--- src/rtl/eth_tx_sched_if.sv ---
// eth_tx_sched_if: request, builder-handshake and statistics signals of the TX scheduler.
// master = scheduler side, slave = requesters plus frame builder.
interface eth_tx_sched_if #(
  parameter int CNT_W = 16
);
  logic             arp_rq_valid;
  logic [47:0]      arp_rq_mac;
  logic             ip_tx_req;
  logic             ip_tx_ack;
  logic             tx_start;
  logic             tx_sel;
  logic [47:0]      tx_dst_mac;
  logic             tx_done;
  logic             tx_busy;
  logic             arp_pending;
  logic             timeout_err;
  logic [CNT_W-1:0] arp_tx_cnt;
  logic [CNT_W-1:0] ip_tx_cnt;
  modport master (
    input  arp_rq_valid, arp_rq_mac, ip_tx_req, tx_done,
    output ip_tx_ack, tx_start, tx_sel, tx_dst_mac, tx_busy, arp_pending,
           timeout_err, arp_tx_cnt, ip_tx_cnt
  );
  modport slave (
    output arp_rq_valid, arp_rq_mac, ip_tx_req, tx_done,
    input  ip_tx_ack, tx_start, tx_sel, tx_dst_mac, tx_busy, arp_pending,
           timeout_err, arp_tx_cnt, ip_tx_cnt
  );
endinterface

--- src/rtl/eth_tx_sched.sv ---
// eth_tx_sched: round-robin ARP/IP scheduler for the GMII TX builder with done timeout and IFG.
// Define ETH_TX_SCHED_STATS_EN to build the per-type frame counters.
module eth_tx_sched #(
  parameter int IFG_CYCLES     = 12,
  parameter int TIMEOUT_CYCLES = 4096,
  parameter int CNT_W          = 16
) (
  input logic            aclk,
  input logic            aresetn,
  eth_tx_sched_if.master bus
);
  localparam int CMAX = IFG_CYCLES > TIMEOUT_CYCLES ? IFG_CYCLES : TIMEOUT_CYCLES;
  localparam int TW   = $clog2(CMAX + 1);
  typedef enum logic [1:0] {IDLE, START, WAIT_DONE, IFG} state_t;
  state_t        state_q;
  logic [TW-1:0] cnt_q;
  logic          arp_pending_q, arp_pending_d;
  logic [47:0]   shadow_mac_q, dst_mac_q;
  logic          last_ip_q, sel_q, start_q, ack_q, busy_q, timeout_q;
  logic          grant_arp, grant_ip;
  assign grant_arp     = state_q == IDLE && arp_pending_q && (!bus.ip_tx_req || last_ip_q);
  assign grant_ip      = state_q == IDLE && !grant_arp && bus.ip_tx_req;
  // a new request in the grant cycle re-arms pending for a follow-up reply
  assign arp_pending_d = bus.arp_rq_valid | (arp_pending_q & ~grant_arp);
  always_ff @(posedge aclk) begin
    if (!aresetn) begin
      state_q       <= IDLE;
      cnt_q         <= '0;
      arp_pending_q <= 1'b0;
      shadow_mac_q  <= '0;
      dst_mac_q     <= '0;
      last_ip_q     <= 1'b1;
      sel_q         <= 1'b0;
      start_q       <= 1'b0;
      ack_q         <= 1'b0;
      busy_q        <= 1'b0;
      timeout_q     <= 1'b0;
    end else begin
      start_q       <= 1'b0;
      ack_q         <= 1'b0;
      timeout_q     <= 1'b0;
      arp_pending_q <= arp_pending_d;
      if (bus.arp_rq_valid) shadow_mac_q <= bus.arp_rq_mac;
      case (state_q)
        IDLE: begin
          cnt_q <= '0;
          if (grant_arp || grant_ip) begin
            state_q   <= START;
            start_q   <= 1'b1;
            ack_q     <= grant_ip;
            sel_q     <= grant_ip;
            last_ip_q <= grant_ip;
            busy_q    <= 1'b1;
            if (grant_arp) dst_mac_q <= shadow_mac_q;
          end
        end
        START: begin
          state_q <= WAIT_DONE;
          cnt_q   <= TW'(1);
        end
        WAIT_DONE: begin
          if (bus.tx_done) begin
            state_q <= IFG;
            cnt_q   <= '0;
          end else if (cnt_q == TW'(TIMEOUT_CYCLES - 1)) begin
            state_q   <= IFG;
            cnt_q     <= '0;
            timeout_q <= 1'b1;
          end else begin
            cnt_q <= cnt_q + TW'(1);
          end
        end
        default: begin
          if (cnt_q == TW'(IFG_CYCLES - 1)) begin
            state_q <= IDLE;
            busy_q  <= 1'b0;
          end else begin
            cnt_q <= cnt_q + TW'(1);
          end
        end
      endcase
    end
  end
  assign bus.tx_start    = start_q;
  assign bus.ip_tx_ack   = ack_q;
  assign bus.tx_sel      = sel_q;
  assign bus.tx_dst_mac  = dst_mac_q;
  assign bus.tx_busy     = busy_q;
  assign bus.arp_pending = arp_pending_q;
  assign bus.timeout_err = timeout_q;
`ifdef ETH_TX_SCHED_STATS_EN
  logic [CNT_W-1:0] arp_cnt_q, ip_cnt_q;
  always_ff @(posedge aclk) begin
    if (!aresetn) begin
      arp_cnt_q <= '0;
      ip_cnt_q  <= '0;
    end else begin
      arp_cnt_q <= arp_cnt_q + CNT_W'(grant_arp);
      ip_cnt_q  <= ip_cnt_q + CNT_W'(grant_ip);
    end
  end
  assign bus.arp_tx_cnt = arp_cnt_q;
  assign bus.ip_tx_cnt  = ip_cnt_q;
`else
  assign bus.arp_tx_cnt = '0;
  assign bus.ip_tx_cnt  = '0;
`endif
endmodule

--- src/flat_wrapper.sv ---
// flat-port wrapper written by rule: the top's interface ports become plain ports
module eth_tx_sched_flat 
#(
  parameter int IFG_CYCLES     = 12,
  parameter int TIMEOUT_CYCLES = 4096,
  parameter int CNT_W          = 16
)
  (aclk, aresetn, bus_arp_rq_valid, bus_arp_rq_mac, bus_ip_tx_req, bus_tx_done, bus_ip_tx_ack, bus_tx_start, bus_tx_sel, bus_tx_dst_mac, bus_tx_busy, bus_arp_pending, bus_timeout_err, bus_arp_tx_cnt, bus_ip_tx_cnt);
  eth_tx_sched_if #(.CNT_W(CNT_W)) bus_i ();
  input logic aclk;
  input logic aresetn;
  input wire logic [$bits(bus_i.arp_rq_valid)-1:0] bus_arp_rq_valid;
  input wire logic [$bits(bus_i.arp_rq_mac)-1:0] bus_arp_rq_mac;
  input wire logic [$bits(bus_i.ip_tx_req)-1:0] bus_ip_tx_req;
  input wire logic [$bits(bus_i.tx_done)-1:0] bus_tx_done;
  output wire logic [$bits(bus_i.ip_tx_ack)-1:0] bus_ip_tx_ack;
  output wire logic [$bits(bus_i.tx_start)-1:0] bus_tx_start;
  output wire logic [$bits(bus_i.tx_sel)-1:0] bus_tx_sel;
  output wire logic [$bits(bus_i.tx_dst_mac)-1:0] bus_tx_dst_mac;
  output wire logic [$bits(bus_i.tx_busy)-1:0] bus_tx_busy;
  output wire logic [$bits(bus_i.arp_pending)-1:0] bus_arp_pending;
  output wire logic [$bits(bus_i.timeout_err)-1:0] bus_timeout_err;
  output wire logic [$bits(bus_i.arp_tx_cnt)-1:0] bus_arp_tx_cnt;
  output wire logic [$bits(bus_i.ip_tx_cnt)-1:0] bus_ip_tx_cnt;
  assign bus_i.arp_rq_valid = bus_arp_rq_valid;
  assign bus_i.arp_rq_mac = bus_arp_rq_mac;
  assign bus_i.ip_tx_req = bus_ip_tx_req;
  assign bus_i.tx_done = bus_tx_done;
  assign bus_ip_tx_ack = bus_i.ip_tx_ack;
  assign bus_tx_start = bus_i.tx_start;
  assign bus_tx_sel = bus_i.tx_sel;
  assign bus_tx_dst_mac = bus_i.tx_dst_mac;
  assign bus_tx_busy = bus_i.tx_busy;
  assign bus_arp_pending = bus_i.arp_pending;
  assign bus_timeout_err = bus_i.timeout_err;
  assign bus_arp_tx_cnt = bus_i.arp_tx_cnt;
  assign bus_ip_tx_cnt = bus_i.ip_tx_cnt;
  eth_tx_sched #(.IFG_CYCLES(IFG_CYCLES), .TIMEOUT_CYCLES(TIMEOUT_CYCLES), .CNT_W(CNT_W)) u_core (.aclk(aclk), .aresetn(aresetn), .bus(bus_i));
endmodule
--- config.mk ---
export PLATFORM = sky130hd
export DESIGN_NAME = eth_tx_sched_flat
export DESIGN_NICKNAME = d
export VERILOG_FILES = /design/src/rtl/eth_tx_sched_if.sv /design/src/rtl/eth_tx_sched.sv /design/src/flat_wrapper.sv
export SDC_FILE = /design/constraint.sdc
export NUM_CORES = 1
export LEC_CHECK = 0
export CAP_MARGIN = 25
export CORE_ASPECT_RATIO = 1.75
export CORE_UTILIZATION = 48
export DETAILED_ROUTE_END_ITERATION = 10
export PLACE_DENSITY = 0.89
export SLEW_MARGIN = 0
export SYNTH_ARGS = -nofsm -noshare
export SYNTH_HDL_FRONTEND = slang
export SYNTH_SLANG_ARGS = --single-unit
--- constraint.sdc ---
create_clock -name aclk -period 2.74 [get_ports aclk]
set_clock_uncertainty 0.15 [all_clocks]
set_input_delay 0.274 -clock aclk [delete_from_list [all_inputs] [get_ports aclk]]
set_output_delay 0.274 -clock aclk [all_outputs]
set_load 0.02 [all_outputs]
==> flow_metrics.tcl <==
set metrics [dict create \
    slew_headroom 0.508 \
    p_switching_w 0.00134 \
    clk_pin_slew_ps 50 \
    clock.fmax_mhz 442 \
    antenna_cells 0 \
    routabilityCongestion 0.810 \
    synth_top_family_by_area "simple AND/OR/NAND/NOR gates" \
    cts_buffer_depth 2 \
    syn-cell-area_sq_mm 0.00489 \
    cp_max_fo 11 \
    synth-compound-area-share 0.107 \
    final_common_cell "dfxtp_1" \
    total_power_w 0.00515 \
    synth_edf_count 0 \
    swShare 0.260 \
    dr.pass1.iters 4 \
    synth_ff_type "dfxtp_1" \
    nets 679 \
    fin_crit_sh 0.825 \
    ff2ff_setup_slack_ps 480 \
    clk_latency_ps 400 \
    remaining_drc_errors 0 \
    hold_buffers 0 \
    first_iter_violations 165 \
    grt_start_max_net_pins 47 \
    synth_xor_xnor_area_share 0.0161 \
    worstHoldPathType "in -> reg" \
    dp_hpwl_microns 7650 \
    synthAdderAreaFrac 0.0128 \
    wl_microns 11200 \
    setup_viol 0 \
    drive_above_1_share 0.0711 \
    cts_buffers 17 \
    ys_seq_area_frac 0.483 \
    worstPathRequired_ps 2880 \
    cp.arrival_ps 2400 \
    viasPerCell 5.15 \
    ant_nets 0 \
    start_util 0.494 \
    pin_count 139 \
    grt_pass1_vias 3876 \
    cts-htree-levels 4 \
    track_usage 0.220 \
    power_frac_seq 0.372 \
    ys_warn_count 0 \
    synth-simple-area-share 0.206 \
    mostFrequentLayoutCells "118 x dfxtp_1, 109 x nand2_1, 104 x clkdlybuf4s50_1, 51 x nor2b_1" \
    die-area_sq_mm 0.0106 \
    muxShareOfSynthArea 0.100 \
    outcome "finished clean" \
    gr-total-overflow 0 \
    postCtsSetupRepairBufs 0 \
    dpl_cell_area_sq_mm 0.00596 \
    root_buffer "clkbuf_16" \
    async_flop_share 0 \
    end_kind "flip-flop" \
    fin_setup_tns_ps 0 \
    maxSlewViolCount 0 \
    port_buffers 106 \
    wl_per_cell_microns 14.8 \
    grt_pass1_wl_microns 17900 \
    antenna_found_initial 0 \
    ys_ff_latch 118 \
    power_density_mw_per_mm2 783 \
    syn_avg_cell_area_sq_um 9.39 \
    max_cap_viol_count 0 \
    rows 48 \
    peakVddDrop_uv 626 \
    finalHoldViolations 0 \
    die_x_microns 78.3 \
    p_clk_frac 0.451 \
    synth_cells 521 \
    holdWs_ps 289 \
    cts_tree "done" \
    p_int_w 0.00382 \
    worstMarginPinSlew_ps 737 \
    num_vias 3906 \
    clock_sinks 118 \
    coreArea_sq_mm 0.00991 \
    crit_path_start_kind "flip-flop" \
    die_h_microns 136 \
    cts-resized-gates 0 \
    area_growth_pct 34.6 \
    p_leak_nw 2.55 \
    synthDistinctLibCells 44 \
    rsz0062_at_grt "no" \
    final_area_sq_mm 0.00659 \
    crit_type "reg -> reg" \
    power_frac_comb 0.177 \
    min_period_ps 2260 \
]
per-stage QoR:
step / util / setup slack (ps) / instances
after floorplan: - / 627 / 552
after global placement: 0.602 / 584 / 727
after detailed placement: 0.602 / 502 / 727
after CTS: 0.665 / 491 / 758
after global routing: 0.665 / 326 / 758
final: 0.665 / 479 / 758
worst max-delay path: stages, from the launching register on:
cell	delay [ps]
dfxtp_1	380
inv_1	100
ha_1	340
or2_2	380
or4_4	570
a41o_1	240
final timing paths:
| path | to | depth (start not counted) | start |
|---|---|---|---|
| setup / recovery | u_core.cnt_q[1] | 5 | u_core.state_q[0] |
| hold / removal | u_core.last_ip_q | 2 | aresetn |
| setup reg to reg | u_core.cnt_q[1] | 5 | u_core.state_q[0] |
| hold reg to reg | u_core.bus.tx_dst_mac[1] | 2 | u_core.bus.tx_dst_mac[1] |
layout make-up:
cell class,instances,area (sq um)
fill,747,3320
sequential,118,2360
multi-input combinational,370,2290
timing repair buffer,111,1140
clock buffer,23,478
tap,125,156
clock inverter,8,146
inverter,3,11.3
kinds of logic after synthesis:
family / after synthesis
other: 1
AND/OR/NAND/NOR: 207
AO/OA/AOI/OAI: 68
buffers and inverters: 64
adder cells (fa/ha/maj): 5
flip-flops: 118
multiplexers: 49
XOR/XNOR: 9
registers in the layout, indices dropped and copies added, names as in the netlist:
register	cells
u_core.bus.timeout_err	1
u_core.last_ip_q	1
u_core.bus.tx_start	1
u_core.bus.tx_dst_mac	48
u_core.bus.tx_sel	1
u_core.bus.ip_tx_ack	1
u_core.state_q	2
u_core.shadow_mac_q	48
u_core.cnt_q	13
u_core.bus.arp_pending	1
u_core.bus.tx_busy	1
layer usage:
| layer | global-route usage | share of wire | routed length, microns |
|---|---|---|---|
| met2 | 0.395 | 0.53 | 5940 |
| met1 | 0.224 | 0.38 | 4210 |
| met5 | 0 | 0 | 0 |
| met3 | 0.0545 | 0.043 | 485 |
| met4 | 0.137 | 0.048 | 540 |
cells in the mapped netlist (all sizes together), types with 2 or more instances:
cell,count,area share
a21boi,49,0.075
a21oi,3,0.0031
buf,40,0.056
clkbuf,21,0.016
dfxtp,118,0.48
ha,5,0.013
inv,3,0.0023
mux2i,49,0.10
nand2,109,0.084
nand2b,3,0.0038
nand3,6,0.0061
nand4,2,0.0026
nor2,18,0.014
nor2b,52,0.067
nor3,4,0.0041
nor4,3,0.0069
o21ai,4,0.0041
or2,2,0.0026
or4,2,0.0038
or4b,2,0.0056
xnor2,7,0.013
xor2,2,0.0036
power by group through the flow:
stage / Combinational, W / Sequential (W) / Clock [W]
finish: 0.000912 / 0.00192 / 0.00232
global route: 0.000988 / 0.00193 / 0.00243
CTS: 0.000912 / 0.00192 / 0.00237
detailed placement: 0.000907 / 0.00195 / 0
global placement: 0.000878 / 0.00194 / 0
floorplan: 0.000539 / 0.00200 / 0
No activity file was read; power rests on OpenSTA's default activity.
